<file path="src/rtl/syncn_encoder_if.sv">
// JESD204B receiver SYNC~ link-control bundle: frame tick, multiframe length, sync/error requests and the SYNC~ status outputs.
// Latency: none. This file holds wiring only.
// Backpressure: none. Every signal is a level or a single-cycle pulse, with no handshake.
//
// Signals:
//   frame_clk     : one-cycle frame tick
//   i_K           : frames per multiframe minus 1
//   i_cgs_done    : code group sync achieved on all lanes (level)
//   i_resync_req  : link re-initialisation request (pulse)
//   i_err         : error to report (pulse)
//   o_sync_n      : SYNC~ line, active low
//   o_state       : 0 SYNC_REQ, 1 WAIT_LMFC, 2 LINK, 3 ERR_PULSE
//   o_frame_pos   : frame index within the multiframe
//   o_err_dropped : one-cycle pulse when an error report is discarded
// Modports: master drives the requests and observes SYNC~; slave is the encoder.
interface syncn_encoder_if;
    logic       frame_clk;
    logic [4:0] i_K;
    logic       i_cgs_done;
    logic       i_resync_req;
    logic       i_err;
    logic       o_sync_n;
    logic [1:0] o_state;
    logic [4:0] o_frame_pos;
    logic       o_err_dropped;

    modport master (
        output frame_clk, i_K, i_cgs_done, i_resync_req, i_err,
        input  o_sync_n, o_state, o_frame_pos, o_err_dropped
    );

    modport slave (
        input  frame_clk, i_K, i_cgs_done, i_resync_req, i_err,
        output o_sync_n, o_state, o_frame_pos, o_err_dropped
    );
endinterface

</file>
<file path="src/rtl/syncn_encoder.sv">
// JESD204B receiver SYNC~ generator. It requests sync, releases SYNC~ on a multiframe boundary, and reports errors as SYNC~ pulses.
// Latency: all outputs are registered and change on the clk edge that samples the causing input (1 cycle).
// Backpressure: none. An i_err that cannot start a pulse is discarded and flagged on o_err_dropped. Errors are never queued.
//
// Ports:
//   clk   : device clock. Every register uses its rising edge.
//   rst_n : asynchronous reset, active low
//   lnk   : syncn_encoder_if.slave, carrying the frame tick, K, requests and SYNC~ status
// Parameters:
//   FRAMES_REQ_MIN : minimum frame ticks SYNC~ stays low per request (5..15)
//   FRAMES_ERR     : length of an error-report pulse in frame ticks (1..4)
// Build option:
//   SYNCN_ERR_REPORT_EN : when defined, adds the ERR_PULSE state and error reporting.
//                         When undefined, i_err is ignored and o_err_dropped is held at 0.
module syncn_encoder #(
    parameter int unsigned FRAMES_REQ_MIN = 6,
    parameter int unsigned FRAMES_ERR     = 2
) (
    input  logic            clk,
    input  logic            rst_n,
    syncn_encoder_if.slave  lnk
);

`ifdef SYNCN_ERR_REPORT_EN
    typedef enum logic [1:0] {
        S_SYNC_REQ  = 2'd0,
        S_WAIT_LMFC = 2'd1,
        S_LINK      = 2'd2,
        S_ERR_PULSE = 2'd3
    } state_t;
`else
    typedef enum logic [1:0] {
        S_SYNC_REQ  = 2'd0,
        S_WAIT_LMFC = 2'd1,
        S_LINK      = 2'd2
    } state_t;
`endif

    localparam logic [3:0] REQ_MIN = 4'(FRAMES_REQ_MIN);

    state_t     state_q;
    logic       sync_n_q;
    logic [4:0] frame_pos_q;
    logic [3:0] req_cnt_q;

    // The last frame of the multiframe is ticking. This is the only point where SYNC~ may be released from the alignment wait.
    logic lmfc_wrap;
    // Link loss condition: an explicit resync request, or code group sync is no longer held.
    logic link_drop;
    // The request counter runs only while SYNC~ is being held low for a sync request.
    logic req_counting;

    assign lmfc_wrap    = lnk.frame_clk && (frame_pos_q == lnk.i_K);
    assign link_drop    = lnk.i_resync_req || !lnk.i_cgs_done;
    assign req_counting = (state_q == S_SYNC_REQ) || (state_q == S_WAIT_LMFC);

`ifdef SYNCN_ERR_REPORT_EN
    localparam logic [2:0] ERR_LEN = 3'(FRAMES_ERR);

    logic [2:0] err_cnt_q;
    logic       err_dropped_q;
    // An error is accepted only in LINK when the link is not being torn down on the same cycle. Any other i_err is discarded.
    logic       err_accept;

    assign err_accept = (state_q == S_LINK) && !link_drop;
`endif

    always_ff @(posedge clk or negedge rst_n) begin
        if (!rst_n) begin
            state_q       <= S_SYNC_REQ;
            sync_n_q      <= 1'b0;
            frame_pos_q   <= 5'd0;
            req_cnt_q     <= 4'd0;
`ifdef SYNCN_ERR_REPORT_EN
            err_cnt_q     <= 3'd0;
            err_dropped_q <= 1'b0;
`endif
        end else begin
            // Free-running multiframe position. FSM activity never clears it.
            // If K shrinks below the current position, the counter runs up through 31 and wraps to 0.
            if (lnk.frame_clk) begin
                frame_pos_q <= lmfc_wrap ? 5'd0 : frame_pos_q + 5'd1;
            end

            // The request counter saturates so a long wait cannot wrap it back below the minimum.
            if (lnk.frame_clk && req_counting && (req_cnt_q != REQ_MIN)) begin
                req_cnt_q <= req_cnt_q + 4'd1;
            end

            case (state_q)
                S_SYNC_REQ: begin
                    sync_n_q <= 1'b0;
                    if (lnk.i_cgs_done && (req_cnt_q == REQ_MIN)) begin
                        state_q <= S_WAIT_LMFC;
                    end
                end

                S_WAIT_LMFC: begin
                    // Going back to SYNC_REQ keeps req_cnt. The minimum request length is already met, so the
                    // link can come up again at the next multiframe boundary.
                    if (!lnk.i_cgs_done) begin
                        state_q  <= S_SYNC_REQ;
                        sync_n_q <= 1'b0;
                    end else if (lmfc_wrap) begin
                        state_q  <= S_LINK;
                        sync_n_q <= 1'b1;
                    end
                end

                S_LINK: begin
                    if (link_drop) begin
                        state_q   <= S_SYNC_REQ;
                        sync_n_q  <= 1'b0;
                        req_cnt_q <= 4'd0;
                    end
`ifdef SYNCN_ERR_REPORT_EN
                    else if (lnk.i_err) begin
                        state_q   <= S_ERR_PULSE;
                        sync_n_q  <= 1'b0;
                        err_cnt_q <= 3'd0;
                    end
`endif
                end

`ifdef SYNCN_ERR_REPORT_EN
                S_ERR_PULSE: begin
                    if (link_drop) begin
                        state_q   <= S_SYNC_REQ;
                        sync_n_q  <= 1'b0;
                        req_cnt_q <= 4'd0;
                    end else if (lnk.frame_clk) begin
                        err_cnt_q <= err_cnt_q + 3'd1;
                        // Release on the frame tick that completes the pulse.
                        if ((err_cnt_q + 3'd1) == ERR_LEN) begin
                            state_q  <= S_LINK;
                            sync_n_q <= 1'b1;
                        end
                    end
                end
`endif

                default: begin
                    state_q  <= S_SYNC_REQ;
                    sync_n_q <= 1'b0;
                end
            endcase

`ifdef SYNCN_ERR_REPORT_EN
            err_dropped_q <= lnk.i_err && !err_accept;
`endif
        end
    end

    assign lnk.o_sync_n    = sync_n_q;
    assign lnk.o_state     = state_q;
    assign lnk.o_frame_pos = frame_pos_q;

`ifdef SYNCN_ERR_REPORT_EN
    assign lnk.o_err_dropped = err_dropped_q;
`else
    logic unused_err;
    assign unused_err        = lnk.i_err;
    assign lnk.o_err_dropped = 1'b0;
`endif

    // SYNC~ is high in LINK and only in LINK.
    a_sync_n_tracks_link: assert property (
        @(posedge clk) disable iff (!rst_n) sync_n_q == (state_q == S_LINK));

    // The request counter never goes past its saturation value.
    a_req_cnt_saturates: assert property (
        @(posedge clk) disable iff (!rst_n) req_cnt_q <= REQ_MIN);

endmodule

</file>
<file path="src/flat_wrapper.sv">
// flat-port wrapper written by rule: the top's interface ports become plain ports
module syncn_encoder_flat 
#(
    parameter int unsigned FRAMES_REQ_MIN = 6,
    parameter int unsigned FRAMES_ERR     = 2
)
  (clk, rst_n, lnk_frame_clk, lnk_i_K, lnk_i_cgs_done, lnk_i_resync_req, lnk_i_err, lnk_o_sync_n, lnk_o_state, lnk_o_frame_pos, lnk_o_err_dropped);
  syncn_encoder_if lnk_i ();
  input  logic clk;
  input  logic rst_n;
  input wire logic [$bits(lnk_i.frame_clk)-1:0] lnk_frame_clk;
  input wire logic [$bits(lnk_i.i_K)-1:0] lnk_i_K;
  input wire logic [$bits(lnk_i.i_cgs_done)-1:0] lnk_i_cgs_done;
  input wire logic [$bits(lnk_i.i_resync_req)-1:0] lnk_i_resync_req;
  input wire logic [$bits(lnk_i.i_err)-1:0] lnk_i_err;
  output wire logic [$bits(lnk_i.o_sync_n)-1:0] lnk_o_sync_n;
  output wire logic [$bits(lnk_i.o_state)-1:0] lnk_o_state;
  output wire logic [$bits(lnk_i.o_frame_pos)-1:0] lnk_o_frame_pos;
  output wire logic [$bits(lnk_i.o_err_dropped)-1:0] lnk_o_err_dropped;
  assign lnk_i.frame_clk = lnk_frame_clk;
  assign lnk_i.i_K = lnk_i_K;
  assign lnk_i.i_cgs_done = lnk_i_cgs_done;
  assign lnk_i.i_resync_req = lnk_i_resync_req;
  assign lnk_i.i_err = lnk_i_err;
  assign lnk_o_sync_n = lnk_i.o_sync_n;
  assign lnk_o_state = lnk_i.o_state;
  assign lnk_o_frame_pos = lnk_i.o_frame_pos;
  assign lnk_o_err_dropped = lnk_i.o_err_dropped;
  syncn_encoder #(.FRAMES_REQ_MIN(FRAMES_REQ_MIN), .FRAMES_ERR(FRAMES_ERR)) u_core (.clk(clk), .rst_n(rst_n), .lnk(lnk_i));
endmodule
</file>
<file path="config.mk">
export PLATFORM = sky130hd
export DESIGN_NAME = syncn_encoder_flat
export DESIGN_NICKNAME = d
export VERILOG_FILES = /design/src/rtl/syncn_encoder_if.sv /design/src/rtl/syncn_encoder.sv /design/src/flat_wrapper.sv
export SDC_FILE = /design/constraint.sdc
export NUM_CORES = 1
export LEC_CHECK = 0
export CAP_MARGIN = 40
export CORE_ASPECT_RATIO = 1.1
export CORE_MARGIN = 2
export CORE_UTILIZATION = 49
export CTS_CLUSTER_SIZE = 20
export DETAILED_ROUTE_END_ITERATION = 10
export PLACE_DENSITY = 0.82
export SLEW_MARGIN = 25
export SYNTH_ARGS = -nofsm -noshare
export SYNTH_HDL_FRONTEND = slang
export SYNTH_SLANG_ARGS = --single-unit
</file>
<file path="constraint.sdc">
create_clock -name clk -period 4.87 [get_ports clk]
set_clock_uncertainty 0.15 [all_clocks]
set_input_delay 0.974 -clock clk [delete_from_list [all_inputs] [get_ports clk]]
set_output_delay 0.974 -clock clk [all_outputs]
set_load 0.05 [all_outputs]
</file>
==> results.py <==
metrics = {
    "timing": {
        "rsz0062_at_grt": "false",
        "period_share": 0.553,
        "finalCriticalPeriod_ps": 2690,
        "whs_ps": 341,
        "max_slew_margin": 0.632,
        "finalSetupTns_ps": 0,
        "report.final.slew_viol_count": 0,
        "finalHoldViolations": 0,
        "setup_viol": 0,
        "max_freq_ghz": 0.371,
        "setup_slack_ps": 2180,
        "worst_pin_slew_ps": 550,
    },
    "finish": {
        "antenna_cells": 0,
        "syn_to_final_growth_pct": 28.5,
        "layout.nets": 107,
        "utilization": 0.672,
        "drive_gt1_frac": 0.0652,
        "final_cells": 108,
    },
    "power": {
        "internal_power_uw": 290,
        "combPwrFrac": 0.494,
        "vdd_ir_drop_max_mv": 0.329,
        "p_seq_frac": 0.354,
        "pwr_density_cell_nw_per_um2": 572,
        "power.share.clock": 0.151,
        "switching_power_uw": 235,
        "leakagePower_uw": 0.000382,
        "swShare": 0.448,
    },
    "worst_setup_path": {
        "path_buf_inv": 1,
        "crit_fanout": 6,
        "slowest_stage": "clkdlybuf4s50_1",
        "cp.required_ps": 3750,
        "cpLargestDelayFamily": "buffers and inverters",
        "slowest_delay_ps": 840,
        "cp-end-kind": "output port",
        "arrival_ps": 1570,
        "path_cells": "clkdlybuf4s50_1",
        "worstSetupStartpointType": "flip-flop",
        "critPathKind": "flip-flop to output port",
    },
    "grt": {
        "grt_pass1_wl_um": 2200,
        "grt_pass1_vias": 545,
        "grt_max_degree": 13,
        "grt_antenna_before_repair": 0,
        "grt_overflow": 0,
        "grtUsageTotal": 0.178,
    },
    "clock_network": {
        "h-tree-depth": 1,
        "post-cts-setup-buffer-count": 0,
        "cts_tree": "built",
        "cts_hold_buffers": 0,
        "clkSinkCount": 12,
        "cts_buffers": 3,
        "cts-root-buf": "clkbuf_4",
        "cts.repair.resized": 0,
        "cts.clk_slew.worst_paths_ps": 80,
        "clk_latency_ps": 270,
        "cts.path.max_buffers": 2,
    },
    "route": {
        "num_vias": 603,
        "drc_errors": 0,
        "wl_per_cell_um": 12.5,
        "first_iter_violations": 9,
        "drt_first_pass_iters": 4,
        "ant_nets": 0,
        "drt_wl_total_um": 1350,
        "viasPerCell": 5.58,
    },
    "synth": {
        "synth.top_cells.by_area": "dfrtp_1 (42%), xnor2_1 (6.1%), ha_1 (5.3%), mux2i_1 (4.2%), o211ai_1 (4.2%)",
        "yosys.area.top_type": "dfrtp_1",
        "synthCells": 74,
        "synth_top_area_frac": 0.420,
        "ys_seq_area_frac": 0.420,
        "synth_enable_flop_cells": 0,
        "synth_ff_type": "dfrtp_1",
        "synth.most_common_cell": "dfrtp_1",
        "yosys-top-cells-count": "dfrtp_1 (12), nor2_1 (7), nand3_1 (5), xnor2_1 (5), o211ai_1 (4)",
        "ys_types": 30,
        "ys_warn_count": 0,
        "netlist_area_um2": 714,
        "ys_seq_elements": 12,
        "synth.avg_cell_area_um2": 9.65,
        "synth_nets": 88,
        "synth-async-reset-ratio": 1.00,
    },
    "placement": {
        "dpl_worst_slack_ps": 2090,
        "post-dp-hpwl_um": 1030,
        "globalplace.congestion": 0.717,
        "dpl.cell_count": 104,
        "portBuffers": 17,
    },
    "run_status": {
        "status": "completed",
    },
    "floorplanning": {
        "core_area_um2": 1370,
        "fp-row-count": 14,
        "dieArea_um2": 1780,
        "start_util": 0.523,
        "num_io_pins": 20,
        "die_w_um": 40.4,
        "fp.dieH_um": 44.1,
    },
    "min_path": {
        "min_path_type": "flip-flop to flip-flop",
    },
    "run": {
        "maxCapViolCount": 0,
    },
}
==> routing by layer <==
layer | routed length, µm | track usage
met3 | 86 | 0.0302
met1 | 610 | 0.241
met5 | 0 | 0
met2 | 638 | 0.283
met4 | 17 | 0.0600
==> final cells by class <==
| cell class | count | area [µm²] |
|---|---|---|
| Tap cell | 16 | 20.0 |
| Timing Repair Buffer | 17 | 170 |
| Sequential cell | 12 | 300 |
| Fill cell | 111 | 448 |
| Clock buffer | 4 | 36.3 |
| Inverter | 3 | 11.3 |
| Multi-Input combinational cell | 56 | 380 |
==> sequential cells by signal (all words and copies together), names as in the netlist <==
signal                  count
u_core.req_cnt_q            4
u_core.lnk.o_sync_n         1
u_core.lnk.o_state          2
u_core.lnk.o_frame_pos      5
==> cell usage in the layout (no fill, tap or decap), types with 3 or more instances in the layout <==
master	instances
clkbuf_4	3
nand2b_1	3
o211ai_1	4
o31ai_1	3
ha_1	3
nand2_1	3
nor2_1	7
clkdlybuf4s50_1	17
inv_1	3
dfrtp_1	12
nand3_1	5
xnor2_1	5
mux2i_1	3
==> stage by stage <==
step,power (µW),instance area [µm²]
2_1_floorplan,371,714
3_3_place_gp,441,882
3_5_place_dp,448,882
4_1_cts,529,918
5_1_grt,566,918
6_report,525,918
==> worst paths after layout <==
check	to	start	depth (start not counted)	slack, ps
worst max-delay path	lnk_o_frame_pos[2]	u_core.lnk.o_frame_pos[2]	1	2180
worst min-delay path	u_core.req_cnt_q[3]	u_core.req_cnt_q[3]	1	340
worst max register to register	u_core.req_cnt_q[1]	u_core.req_cnt_q[0]	6	2990
worst min register to register	u_core.req_cnt_q[3]	u_core.req_cnt_q[3]	1	340
max in group asynchronous	u_core.lnk.o_state[1]	rst_n	1	3300
min in group asynchronous	u_core.req_cnt_q[2]	rst_n	1	900
==> power groups by stage <==
stage / logic, µW / clock network, µW / registers [µW]
floorplan: 118 / 0 / 253
global placement: 254 / 0 / 187
detailed placement: 260 / 0 / 188
CTS: 261 / 81.5 / 186
global route: 288 / 84.9 / 194
finish: 260 / 79.5 / 186
==> kinds of logic (layout without fill, tap and decap cells) <==
logic type      after synthesis  in the layout  synth area share
simple gates                 30             30             0.229
compound gates               13             13             0.130
flops                        12             12             0.420
xor+xnor                      6              6            0.0736
buf+inv                       6             24            0.0473
fa+ha+maj                     3              3            0.0525
mux                           3              3            0.0420
other cells                   1              1           0.00525
(Power assumes the default switching activity.)
